File: src/rtl/seg_pkg.sv
// Shared definitions for the 7-segment scan controller: FSM encoding,
// digit-count limit and the hex-to-segment code table (bit order g..a).
package seg_pkg;

  typedef enum logic [1:0] {
    ST_IDLE = 2'd0,
    ST_DEAD = 2'd1,
    ST_SHOW = 2'd2
  } scan_state_t;

  localparam int MAX_DIGITS = 8;

  localparam logic [6:0] SEG_CODES [16] = '{
    7'h3F, 7'h06, 7'h5B, 7'h4F, 7'h66, 7'h6D, 7'h7D, 7'h07,
    7'h7F, 7'h6F, 7'h77, 7'h7C, 7'h39, 7'h5E, 7'h79, 7'h71
  };

endpackage

File: src/rtl/seg_hex_decode.sv
// Combinational hex nibble to active-high 7-segment pattern (g..a).
module seg_hex_decode
  import seg_pkg::*;
(
  input  logic [3:0] hex,
  output logic [6:0] seg
);

  assign seg = SEG_CODES[hex];

endmodule

File: src/rtl/seg_scan_ctrl.sv
// Time-multiplexed scan controller for a common-select 7-segment display:
// digit register file, slot prescaler with blanking dead-time, registered drive.
module seg_scan_ctrl
  import seg_pkg::*;
#(
  parameter int CLK_DIV = 50000,
  parameter int DIGITS  = 8,
  parameter int DEAD    = 4
) (
  input  logic       clk,
  input  logic       rst,
  input  logic       en,
  input  logic       wr_en,
  input  logic [2:0] wr_addr,
  input  logic [4:0] wr_data,
  input  logic [7:0] blank_mask,
  output logic [7:0] seg_led,
  output logic [7:0] seg_sel,
  output logic [2:0] scan_idx
);

  localparam int PW = (CLK_DIV > 1) ? $clog2(CLK_DIV) : 1;
  localparam int DW = (DEAD > 1) ? $clog2(DEAD) : 1;

  scan_state_t   state_reg;
  logic [PW-1:0] presc_reg;
  logic [DW-1:0] dead_cnt_reg;
  logic [2:0]    idx_reg;
  logic [2:0]    idx_next;

  // Padded to the full 8 entries so the 3-bit index never reads out of range;
  // entries at or above DIGITS are never written and stay zero.
  logic [4:0]    rf_reg [MAX_DIGITS];
  logic [4:0]    rd_value;
  logic [6:0]    rd_seg;

  always_ff @(posedge clk or posedge rst) begin
    if (rst) begin
      for (int i = 0; i < MAX_DIGITS; i++) rf_reg[i] <= '0;
    end else if (wr_en && (int'(wr_addr) < DIGITS)) begin
      rf_reg[wr_addr] <= wr_data;
    end
  end

  assign rd_value = rf_reg[idx_reg];
  assign idx_next = (int'(idx_reg) == DIGITS - 1) ? 3'd0 : idx_reg + 3'd1;

  seg_hex_decode u_decode (
    .hex (rd_value[3:0]),
    .seg (rd_seg)
  );

  always_ff @(posedge clk or posedge rst) begin
    if (rst) begin
      state_reg    <= ST_IDLE;
      presc_reg    <= '0;
      dead_cnt_reg <= '0;
      idx_reg      <= '0;
    end else if (!en) begin
      state_reg    <= ST_IDLE;
      presc_reg    <= '0;
      dead_cnt_reg <= '0;
      idx_reg      <= '0;
    end else begin
      case (state_reg)
        ST_IDLE: begin
          state_reg    <= (DEAD == 0) ? ST_SHOW : ST_DEAD;
          presc_reg    <= '0;
          dead_cnt_reg <= '0;
          idx_reg      <= '0;
        end
        ST_DEAD, ST_SHOW: begin
          if (int'(presc_reg) == CLK_DIV - 1) begin
            presc_reg    <= '0;
            dead_cnt_reg <= '0;
            idx_reg      <= idx_next;
            state_reg    <= (DEAD == 0) ? ST_SHOW : ST_DEAD;
          end else begin
            presc_reg <= presc_reg + 1'b1;
            // Dead window always closes before the slot end since DEAD < CLK_DIV.
            if (state_reg == ST_DEAD) begin
              dead_cnt_reg <= dead_cnt_reg + 1'b1;
              if (int'(dead_cnt_reg) == DEAD - 1) state_reg <= ST_SHOW;
            end
          end
        end
        default: begin
          state_reg    <= ST_IDLE;
          presc_reg    <= '0;
          dead_cnt_reg <= '0;
          idx_reg      <= '0;
        end
      endcase
    end
  end

  always_ff @(posedge clk or posedge rst) begin
    if (rst) begin
      seg_led  <= '0;
      seg_sel  <= '0;
      scan_idx <= '0;
    end else begin
      scan_idx <= idx_reg;
      if (state_reg == ST_SHOW && !blank_mask[idx_reg]) begin
        seg_sel <= 8'd1 << idx_reg;
        seg_led <= {rd_value[4], rd_seg};
      end else begin
        seg_sel <= '0;
        seg_led <= '0;
      end
    end
  end

endmodule
File: config.mk
export PLATFORM = sky130hd
export DESIGN_NAME = seg_scan_ctrl
export DESIGN_NICKNAME = d
export VERILOG_FILES = /design/src/rtl/seg_pkg.sv /design/src/rtl/seg_hex_decode.sv /design/src/rtl/seg_scan_ctrl.sv
export SDC_FILE = /design/constraint.sdc
export NUM_CORES = 1
export LEC_CHECK = 0
export BUFFER_PORTS_ARGS = -buffer_cell sky130_fd_sc_hd__buf_2
export CAP_MARGIN = 20
export CORE_MARGIN = 3
export CORE_UTILIZATION = 59
export DETAILED_ROUTE_END_ITERATION = 7
export PLACE_DENSITY = 0.8
export SLEW_MARGIN = 15
export SYNTH_ARGS = -nofsm -noshare
export SYNTH_HDL_FRONTEND = slang
export SYNTH_HIERARCHICAL = 1
export SYNTH_SLANG_ARGS = --single-unit
File: constraint.sdc
create_clock -name clk -period 3.41 [get_ports clk]
set_input_delay 0.341 -clock clk [delete_from_list [all_inputs] [get_ports clk]]
set_output_delay 0.341 -clock clk [all_outputs]
set_load 0.01 [all_outputs]
Word level (Yosys, flattened, before mapping)
Memory sizes are Yosys's and may differ from the RTL's. Cells that the tools add are included.

Bitwise gates (word level): 3. Add/sub/neg operators: 3. Equality and inequality tests: 8. Mux-type cells: 28. Shifts and indexed selects: 1. Reductions and logical operators: 6. $lt $le $gt $ge: 5.

Operator list (number): 16-bit two-way mux (3); 40-bit bitwise mux (1); 16-bit by 1-bit adder with 16-bit output (second input constant) (1); 16-bit by 15-bit equality test with 1-bit output (second input constant) (1); 2-bit two-way mux (8); 8-bit two-way mux (2); 5-bit binary-select mux with 3-bit select (1); 5-bit demux with 3-bit select (1); 5-bit two-way mux (3); 7-bit two-way mux (2); 3-bit two-way mux (4); 4-bit greater-or-equal comparator (second input constant) (2); 4-bit != test (second input constant) (2); 3-bit inverter with 4-bit output (2); 1-bit by 3-bit left shift with 8-bit output (first input constant) (1); 5-bit greater-or-equal comparator (second input constant) (1); 4-bit inverter with 5-bit output (1); 2-bit by 1-bit equality test with 1-bit output (second input constant) (2); 3-bit by 4-bit less-than comparator with 1-bit output (second input constant) (1); 4-bit by 1-bit less-than comparator with 1-bit output (second input constant) (1); 2-bit one-hot mux with 2 select lines (1); 3-bit by 1-bit adder with 3-bit output (second input constant) (1); 1-bit binary-select mux with 3-bit select (1); 3-bit by 1-bit equality test with 1-bit output (second input constant) (1); 9 further kinds (10).

Bits in registers: 82. Memories kept: 1. Output and inout port bits: 19. Word-level logic and storage cells: 70. Input port bits: 20. Memory bits (read-only): 112.

Memories: (name not given) (words 16, width 7, rd ports 1, clocked after Yosys merged registers in 0, wr ports 0, RTL line seg_hex_decode.sv:9) `assign seg = SEG_CODES[hex];`.

Depth between registers and ports, before layout
Gate-level depths: netlist of run 1.

Depth after elaboration: 9. Mapped depth: 10. Mapped depth without buffers: 8.

Hierarchy
The synthesis of run 1 kept the hierarchy.

Modules (own cells, without submodules): seg_scan_ctrl (sequential area each 2052.0 µm², area each 3741.1 µm², times used 1, cells an instance 296); seg_hex_decode (sequential area each 0.0 µm², area each 295.3 µm², times used 1, cells an instance 33).

Worst setup path before layout of run 1
OpenSTA, ideal clock, no wires.

Path kind: register to register. From: reg idx_reg[0]. To: reg seg_led[3]. Period minus slack after synthesis: 2.780 ns. Path slack: 0.630 ns. Stages on the path, launching flop included: 10. Buffers on the path: 2. Setup time: 0.119 ns. Arrival: 2.661 ns. Data required time: 3.291 ns. Cells stage by stage: dfrtp_1 > clkbuf_1 > buf_2 > mux4_2 > nand2_1 > nand2_1 > inv_1 > ha_1 > mux4_1 > and2_1.

Word-level cells in the longest chain between the ends: 9. Elaborated cells on any way between the ends: 13. Classes of those cells: mux (8); bitwise (2); reduce/logical (2); memory (1).

Ends and longest elaborated chain: from (decl) (RTL line seg_scan_ctrl.sv:28) `logic [2:0] idx_reg;`; from (signal assigned) (RTL line seg_scan_ctrl.sv:76) `idx_reg <= idx_next;`; 3-bit inverter with 4-bit output (implied by the code) (RTL line seg_scan_ctrl.sv:45) `assign rd_value = rf_reg[idx_reg];`; 5-bit binary-select mux with 3-bit select (RTL line seg_scan_ctrl.sv:45); 5-bit two-way mux (implied by the code) (2 in series) (RTL line seg_scan_ctrl.sv:45); via rd_value[0] (RTL line seg_scan_ctrl.sv:34) `logic [4:0] rd_value;`; 4-bit inverter with 5-bit output (implied by the code) (RTL line seg_hex_decode.sv:9); memory read 16 x 7 bit; 7-bit two-way mux (implied by the code) (2 in series) (RTL line seg_hex_decode.sv:9); via rd_seg[3] (RTL line seg_scan_ctrl.sv:35) `logic [6:0] rd_seg;`; 8-bit two-way mux (RTL line seg_scan_ctrl.sv:104) `if (state_reg == ST_SHOW && !blank_mask[idx_reg]) begin`; to (signal assigned) (RTL line seg_scan_ctrl.sv:106) `seg_led <= {rd_value[4], rd_seg};`; to (decl) (RTL line seg_scan_ctrl.sv:17) `output logic [7:0] seg_led,`.

The timed path passes the listed nets, and every way through them passes these cells. The select of a mux whose other input is x is not followed. A chain may end at the register's enable or synchronous reset.

Final worst setup path of run 1
Ends and elaborated chain as after synthesis.

==> metrics.md, run 1 <==
| Metric | Value |
|---|---|
| Area added between synthesis and finish | `11.56%` |
| Maximum root-to-sink buffer count | `2` |
| Number of flops mapped to enable cells by yosys | `0` |
| Parity-gate share of the synthesized area counting xor and xnor cells | `~2.8%` |
| WP depth | `8` |
| Floorplan die height | `a little under 90 um` |
| Number of optimization iterations in the first detailed-route pass | `4` |
| Dominant combinational cell family by area after synthesis | `multiplexers` |
| TritonCTS clock tree | `done` |
| Post-DR vias/cell | `just under 6` |
| CP Max Fanout | `9` |
| Achievable frequency | `~0.38 GHz` |
| Simple logic cell fraction of the synthesized area | `between 10 and 15%` |
| H-tree Lvls | `3` |
| Setup violations, final | `0` |
| Number of setup buffers added after CTS | `0` |
| Number of resized instances in the post-cts repair step | `0` |
| Worst path arrival time | `between 2 and 3 ns` |
| Timing endpoint of the critical path | `seg_led[3]$_DFF_PP0_` |
| Actual slew at the worst max-slew pin | `~0.9 ns` |
| Number of synthesized register bits | `approximately 80` |
| CP bufs+invs | `2` |
| Most frequently used cell type in the post-synthesis netlist | `dfrtp_1` |
| Post-layout min period | `~2.6 ns` |
| Kind of path behind the tightest hold check | `in2async` |
| Setup repair after global routing missed its margin | `false` |
| Fraction of synthesized area in multiplexers | `between 20% and 30%` |
| Startpoint class of the critical path | `flip-flop` |
| Number of buffer cells added on primary ports | `38` |
| Root buffer selected by CTS | `clkbuf_8` |
| Number of design-rule violations left by the first detailed-router iteration | `approximately 140` |
| Area fraction of the dominant cell type after synthesis | `50.84%` |
| Total number of vias | `roughly 2700` |
| Critical path's top delay family | `multiplexers` |
| Cell area after synthesis | `between 4000 and 5000 sq um` |
| Largest net degree at the start of global routing | `between 50 and 60` |
| Row count | `29` |
| Depth of the worst register-to-register path | `8` |
| Post-detailed-placement half-perimeter wirelength | `between 5000 and 6000 um` |
| Final total negative setup slack | `0 ns` |
| Worst slew margin | `approximately two fifths` |
| Crit-path max cell delay | `0.67 ns` |
| First-pass GRT wire length | `12460 um` |
| Largest vdd supply drop | `about 0.00026 V` |
| Area of the die | `between 7000 and 8000 sq um` |
| Antenna violations before repair | `0` |
| Number of buffers created by CTS | `9` |
| Remaining number of nets flagged by the antenna check after routing | `0` |
| Setup slack, reg-to-reg | `around 0.79 ns` |
| Post-route DRC | `0` |
| Total overflow reported by the global router | `0` |
| Overall power | `2.229 mW` |
| Total core area | `~6500 sq um` |
| Crit path max-delay cell type | `dfrtp_1` |
| Starting utilization of the core area | `between 60% and 70%` |
| Routed wire length | `between 7000 and 8000 um` |
| Adder-cell area share of the yosys netlist | `approximately 5.9%` |
| Post-Synthesis Net Count | `~370` |
| Number of global-route vias before repair | `around 2600` |
| Compound-gate portion of the synthesized area | `approximately 3.0%` |
| Fill cell count | `between 400 and 500` |
| LEAKAGE | `slightly above 2 nW` |
| Worst clock skew | `roughly 0.0097 ns` |
| Synthesized instance count | `between 300 and 400` |
| Start point of the critical path | `idx_reg[0]$_DFFE_PP0P_` |
| Final cycle utilization of the critical path | `~77%` |
| Library cell occupying the most area in the post-synthesis netlist | `dfrtp_1` |
| Netlist cell types | `39` |
| Number of warning messages in the yosys log | `6` |
| Mean area per synthesized cell | `12.27 sq um` |
| Max cap viols | `0` |
| Reg2Reg Capture Point | `seg_led[3]$_DFF_PP0_` |
| Final hold violation count | `0` |
| Global placement routability congestion | `roughly 0.8` |
| Clock latency on the worst-skew pair | `between 0.3 and 0.4 ns` |
| Kind of end point of the critical path | `flip-flop` |
| Ys flop type | `dfrtp_1` |
| Floorplan die width | `between 80 and 90 um` |
| Synth top area cells | `dfrtp_1, mux2_2, mux4_2` |
| Result of the run | `finished, final reports clean` |
| Start-to-end type of the worst setup path | `reg2reg` |
| Cell chain of the critical path | `mux4_2 > nand2_1 > nand2_1 > inv_1 > ha_1 > inv_1 > mux4_1 > and2_1` |
| Top Ports | `39` |
| Hold Buf Count CTS | `0` |
| Average routed wire per standard cell | `16.42 um` |
| Required time reported for the critical path endpoint | `roughly 3.7 ns` |
| Number of nets in the layout | `412` |
| Top cells by count, synth | `dfrtp_1, mux2_2, nand2_1` |
| Fraction of the core area covered by cells at the end of the flow | `about 69%` |
| Share of synthesized area occupied by flip-flops and latches | `just over 50%` |
| Proportion of layout cells with a drive suffix above 1 | `about a third` |
| Launching point of the worst reg2reg path | `idx_reg[0]$_DFFE_PP0P_` |
| Async S/R FF share, synth | `100.0%` |
| GR Util All Layers | `21.00%` |
| Number of max-slew violations in the final report | `0` |
| Number of diodes added for antenna fixing | `0` |
| Power per Cell Area | `between 400 and 500 nW/um^2` |
| Clock-pin slew of the registers on the worst-case setup and hold paths | `roughly 0.080 ns` |
| Number of flip-flops in the largest register | `40` |
| Sink count of the clock tree | `between 80 and 90` |
## cell usage in the layout (no fill, tap or decap), types with 2 or more instances in the layout
master       n
mux4_2      12
nand2_1     26
buf_2       38
nand4_1      5
nand2b_1     2
mux2i_1      2
a21oi_1      9
xnor2_1     12
nor3_1       8
and2_1      15
dfrtp_1     82
nor3b_1      3
nand4b_1     4
nand3b_1     2
clkinvlp_4   3
nand3_1      7
or3_1        2
o21ai_0      4
inv_1       17
nor2_1      24
ha_1        19
mux2_2      45
clkbuf_8    10
or4_1        2
nor4_1       3
buf_4        4
## power breakdown
group / switching [mW] / internal [mW]
Clock: 0.341 / 0.354
Sequential: 0.0627 / 1.08
Combinational: 0.180 / 0.206
Total: 0.584 / 1.65
## cell type report
cell class	count	area (sq um)	share of cell area, %
Clock buffer	11	141.4	3.140
Timing Repair Buffer	42	220.2	4.890
Clock inverter	4	52.55	1.167
Tap cell	77	96.34	2.139
Inverter	18	68.82	1.528
Multi-Input combinational cell	220	1872	41.57
Sequential cell	82	2052	45.57
## worst min path at each step
stage / cells after the start / end / start / slack, ns
floorplan: 0 / scan_idx[2]$_DFF_PP0_ / idx_reg[2]$_DFFE_PP0P_ / 0.38
global placement: 1 / rf_reg[38]$_DFFE_PP0P_ / rf_reg[38]$_DFFE_PP0P_ / 0.48
detailed placement: 1 / rf_reg[1]$_DFFE_PP0P_ / rf_reg[1]$_DFFE_PP0P_ / 0.49
CTS: 2 / presc_reg[10]$_DFF_PP0_ / rst / 0.17
global route: 2 / presc_reg[6]$_DFF_PP0_ / rst / 0.22
finish: 2 / presc_reg[10]$_DFF_PP0_ / rst / 0.15
## worst register-to-register path, stage by stage (launching register included)
cell and delay, ns:
dfrtp_1 0.67, mux4_2 0.57, nand2_1 0.08, nand2_1 0.12
inv_1 0.15, ha_1 0.26, inv_1 0.06, mux4_1 0.46
and2_1 0.14
## layer usage
layer,vias up,routed length [um],track usage [%]
li1,1242,-,-
met1,1311,3436,29.51
met2,96,3389,30.84
met3,18,429,4.562
met4,0,200,10.71
met5,-,0,0
## cells by family (layout without fill, tap and decap cells)
kind of cell	Yosys count	in the layout
adder cells (fa/ha/maj)	19	19
AO/OA/AOI/OAI	19	19
XOR/XNOR	13	13
AND/OR/NAND/NOR	108	108
buffers and inverters	27	75
multiplexers	61	61
flip-flops	82	82
## per-stage QoR
step	instance area, sq um	hold WS (ns)	cells	worst slack, ns
after floorplan	4036	0.3781	329	0.6300
after global placement	4309	0.4843	439	0.8914
after detailed placement	4309	0.4914	439	0.7729
after CTS	4503	0.1706	454	0.7600
after global routing	4503	0.2209	454	0.5477
final	4503	0.1496	454	0.7916
(Power assumes the default switching activity.)
==> run 2, diff against run 1 <==
CORE_UTILIZATION = 53   (was 59)
PLACE_DENSITY = 0.75   (was 0.8)
clock period = 2.3 ns   (was 3.41 ns; I/O delays follow)
==> run 2 against run 1 <==
  * Worst setup slack worse by 0.67 ns
  * First-iteration DRC count shrank 28%
  * Sequential power is 49% higher
  * Hold slack improved by 0.015 ns
  * Register-to-register slack lost 0.67 ns
  * Final area is 5.0% higher
  * Non-clock buffer count grew 20
==> metrics.md, run 2 (synthesized netlist as in run 1, its figures left out) <==
| Metric | Value |
|---|---|
| Largest net degree at the start of global routing | `33 (-39%)` |
| Required time reported for the critical path endpoint | `2.57 ns (-1.08 ns)` |
| Routed wire length | `7360 um (-1.3%)` |
| Final cycle utilization of the critical path | `94.90% (+18 points)` |
| Top Ports | `39 (unchanged)` |
| Actual slew at the worst max-slew pin | `0.6683 ns (-0.2294 ns)` |
| Starting utilization of the core area | `55.06% (-7.1 points)` |
| Power per Cell Area | `720.9 nW/um^2 (+46%)` |
| Max cap viols | `0 (unchanged)` |
| Number of max-slew violations in the final report | `0 (unchanged)` |
| Switching Fraction | `27.21% (+1.0 points)` |
| LEAKAGE | `2.117 nW (+4.9%)` |
| Floorplan die width | `93.27 um (+5.1%)` |
| Floorplan die height | `93.27 um (+5.1%)` |
| Area added between synthesis and finish | `17.11%` |
| Commonest non-fill, non-tap cell in the layout | `dfrtp_1` |
| Post-Place Worst Slack | `-0.01888 ns (-0.7918 ns)` |
| Wire length the detailed router placed on met1 | `3464 um (+0.81%)` |
| Routed length on met3 | `328 um (-24%)` |
| GR Util All Layers | `18.73% (-2.3 points)` |
| Proportion of layout cells with a drive suffix above 1 | `37.44% (+5.9 points)` |
| Number of optimization iterations in the first detailed-route pass | `4 (unchanged)` |
| Total number of vias | `2636 (-1.2%)` |
| Total overflow reported by the global router | `0 (unchanged)` |
| H-tree Lvls | `3 (unchanged)` |
| Worst Hold Launch | `en` |
| Post-DR vias/cell | `5.304 (-9.7%)` |
| Launching point of the worst reg2reg path | `presc_reg[4]$_DFF_PP0_` |
| Net Switching | `0.9273 mW (+59%)` |
| Depth of the worst register-to-register path | `4 (-4)` |
| Number of buffer cells added on primary ports | `38 (unchanged)` |
| Post-detailed-placement half-perimeter wirelength | `5466 um (+4.1%)` |
| Row count | `31 (+6.9%)` |
| Top layer reached by signal wires | `met4` |
| Worst path arrival time | `2.45 ns (-0.41 ns)` |
| Area of all sequential standard cells | `2053 sq um (about the same)` |
| Antenna violations before repair | `0 (unchanged)` |
| Number of design-rule violations left by the first detailed-router iteration | `98 (-28%)` |
| Global placement routability congestion | `0.8449 (+3.9%)` |
| Sequential power share | `50.1% (-1.4 points)` |
| Setup repair after global routing missed its margin | `false` |
| Number of global-route vias before repair | `2626 (+2.5%)` |
| Result of the run | `finished, final reports clean` |
| Start-to-end type of the worst setup path | `reg2reg` |
| Fill cell count | `550 (+21%)` |
| Number of diodes added for antenna fixing | `0 (unchanged)` |
| CP Max Fanout | `5 (-4)` |
| Maximum root-to-sink buffer count | `2 (unchanged)` |
| Area of the die | `8699 sq um (+11%)` |
| Worst clock skew | `0.009508 ns (-0.0001530 ns)` |
| Average routed wire per standard cell | `14.81 um (-9.8%)` |
| Fraction of the core area covered by cells at the end of the flow | `64.48% (-4.8 points)` |
| Post-layout min period | `2.183 ns (-0.4358 ns)` |
| Largest vdd supply drop | `0.0003409 V (+33%)` |
| Number of nets in the layout | `432 (+4.9%)` |
| Kind of path behind the tightest hold check | `in2reg` |
| Wire length on met2 | `3434 um (+1.3%)` |
| Worst slew margin | `55.35% (+15 points)` |
| Achievable frequency | `0.4582 GHz (+20%)` |
| Post-route DRC | `0 (unchanged)` |
| Final hold violation count | `0 (unchanged)` |
| Kind of end point of the critical path | `flip-flop` |
| Setup violations, final | `0 (unchanged)` |
| Root buffer selected by CTS | `clkbuf_8` |
| Worst min-delay path endpoint | `dead_cnt_reg[0]$_DFFE_PP0P_` |
| Total core area | `7331 sq um (+13%)` |
| Remaining number of nets flagged by the antenna check after routing | `0 (unchanged)` |
| First-pass GRT wire length | `12630 um (+1.4%)` |
| Footprint of the multi-input gates | `1901 sq um (+1.5%)` |
| Clock network power share | `31.0% (-0.2 points)` |
| Number of flip-flops in the largest register | `40 (unchanged)` |
| Part of the total power dissipated in combinational logic | `18.9% (+1.6 points)` |
| Clock-pin slew of the registers on the worst-case setup and hold paths | `0.09 ns (about the same)` |
| Least setup slack across all paths after layout | `0.1173 ns (-0.6742 ns)` |
| Reg2Reg Capture Point | `idx_reg[0]$_DFFE_PP0P_` |
| Startpoint class of the critical path | `flip-flop` |
| Commonest non-fill, non-tap cells in the layout | `dfrtp_1, mux2_2, buf_2` |
| Clock latency on the worst-skew pair | `0.36 ns (about the same)` |
| Number of buffers created by CTS | `9 (unchanged)` |
| TritonCTS clock tree | `done` |
| Hold depth | `3` |
| Sink count of the clock tree | `82 (unchanged)` |
| Internal power | `2.480 mW (+51%)` |
| Final-layout worst hold slack | `0.1648 ns (+0.01514 ns)` |
| Setup slack, reg-to-reg | `0.12 ns (-0.67 ns)` |
==> run 2: cell types whose count changed in the layout (fill, tap and decap cells not counted), sizes merged <==
| cell | change |
|---|---|
| clkbuf | -2 |
| buf | +19 |
| dlygate4sd3 | +1 |
| inv | +3 |
==> run 2: worst max-delay path, stage by stage (launching register included) <==
cell	delay (ns)
dfrtp_1	0.43
or4_1	0.54
or4_1	0.59
or3_1	0.34
a21oi_1	0.19
==> run 2: timing repair <==
action,CTS,global route
hold endpoints to repair,28,0
endpoints found under the setup margin,1,3
resized for setup,1,2
setup buffers,0,1
hold buffers,1,0
==> run 2: worst max-delay path by stage <==
stage,from,end
final,presc_reg[4]$_DFF_PP0_,idx_reg[0]$_DFFE_PP0P_
after floorplan,idx_reg[0]$_DFFE_PP0P_,seg_led[3]$_DFF_PP0_
after detailed placement,idx_reg[0]$_DFFE_PP0P_,seg_led[3]$_DFF_PP0_
after global placement,idx_reg[0]$_DFFE_PP0P_,seg_led[3]$_DFF_PP0_
after global routing,idx_reg[0]$_DFFE_PP0P_,seg_led[3]$_DFF_PP0_
after CTS,idx_reg[0]$_DFFE_PP0P_,seg_led[3]$_DFF_PP0_
==> run 2: area by class of cell <==
cell class,count,share of cell area (%)
Timing Repair Buffer,62,7.888
Clock inverter,7,1.615
Clock buffer,9,2.620
Inverter,18,1.615
Tap cell,99,2.620
Sequential cell,82,43.44
Multi-Input combinational cell,220,40.21
==> run 2: power by group through the flow <==
| stage | registers (mW) | clock network [mW] | logic [mW] |
|---|---|---|---|
| 6_report | 1.71 | 1.06 | 0.645 |
| 5_1_grt | 1.73 | 1.14 | 0.718 |
| 4_1_cts | 1.70 | 1.07 | 0.647 |
| 3_5_place_dp | 1.73 | 0 | 0.644 |
| 3_3_place_gp | 1.73 | 0 | 0.615 |
| 2_1_floorplan | 1.69 | 0 | 0.487 |
==> run 2: per-layer routing <==
layer	vias up	track usage [%]
met1	1287	25.83
met4	0	9.035
li1	1279	-
met3	10	3.138
met5	-	0
met2	60	28.89
==> run 2: metrics by stage <==
step	setup TNS, ns	area, sq um	instances	total power, mW
floorplan	-0.05303	4089	329	2.179
global placement	0	4503	479	2.346
detailed placement	-0.01888	4503	479	2.376
CTS	0	4715	496	3.424
global route	0	4727	497	3.585
finish	0	4727	497	3.408
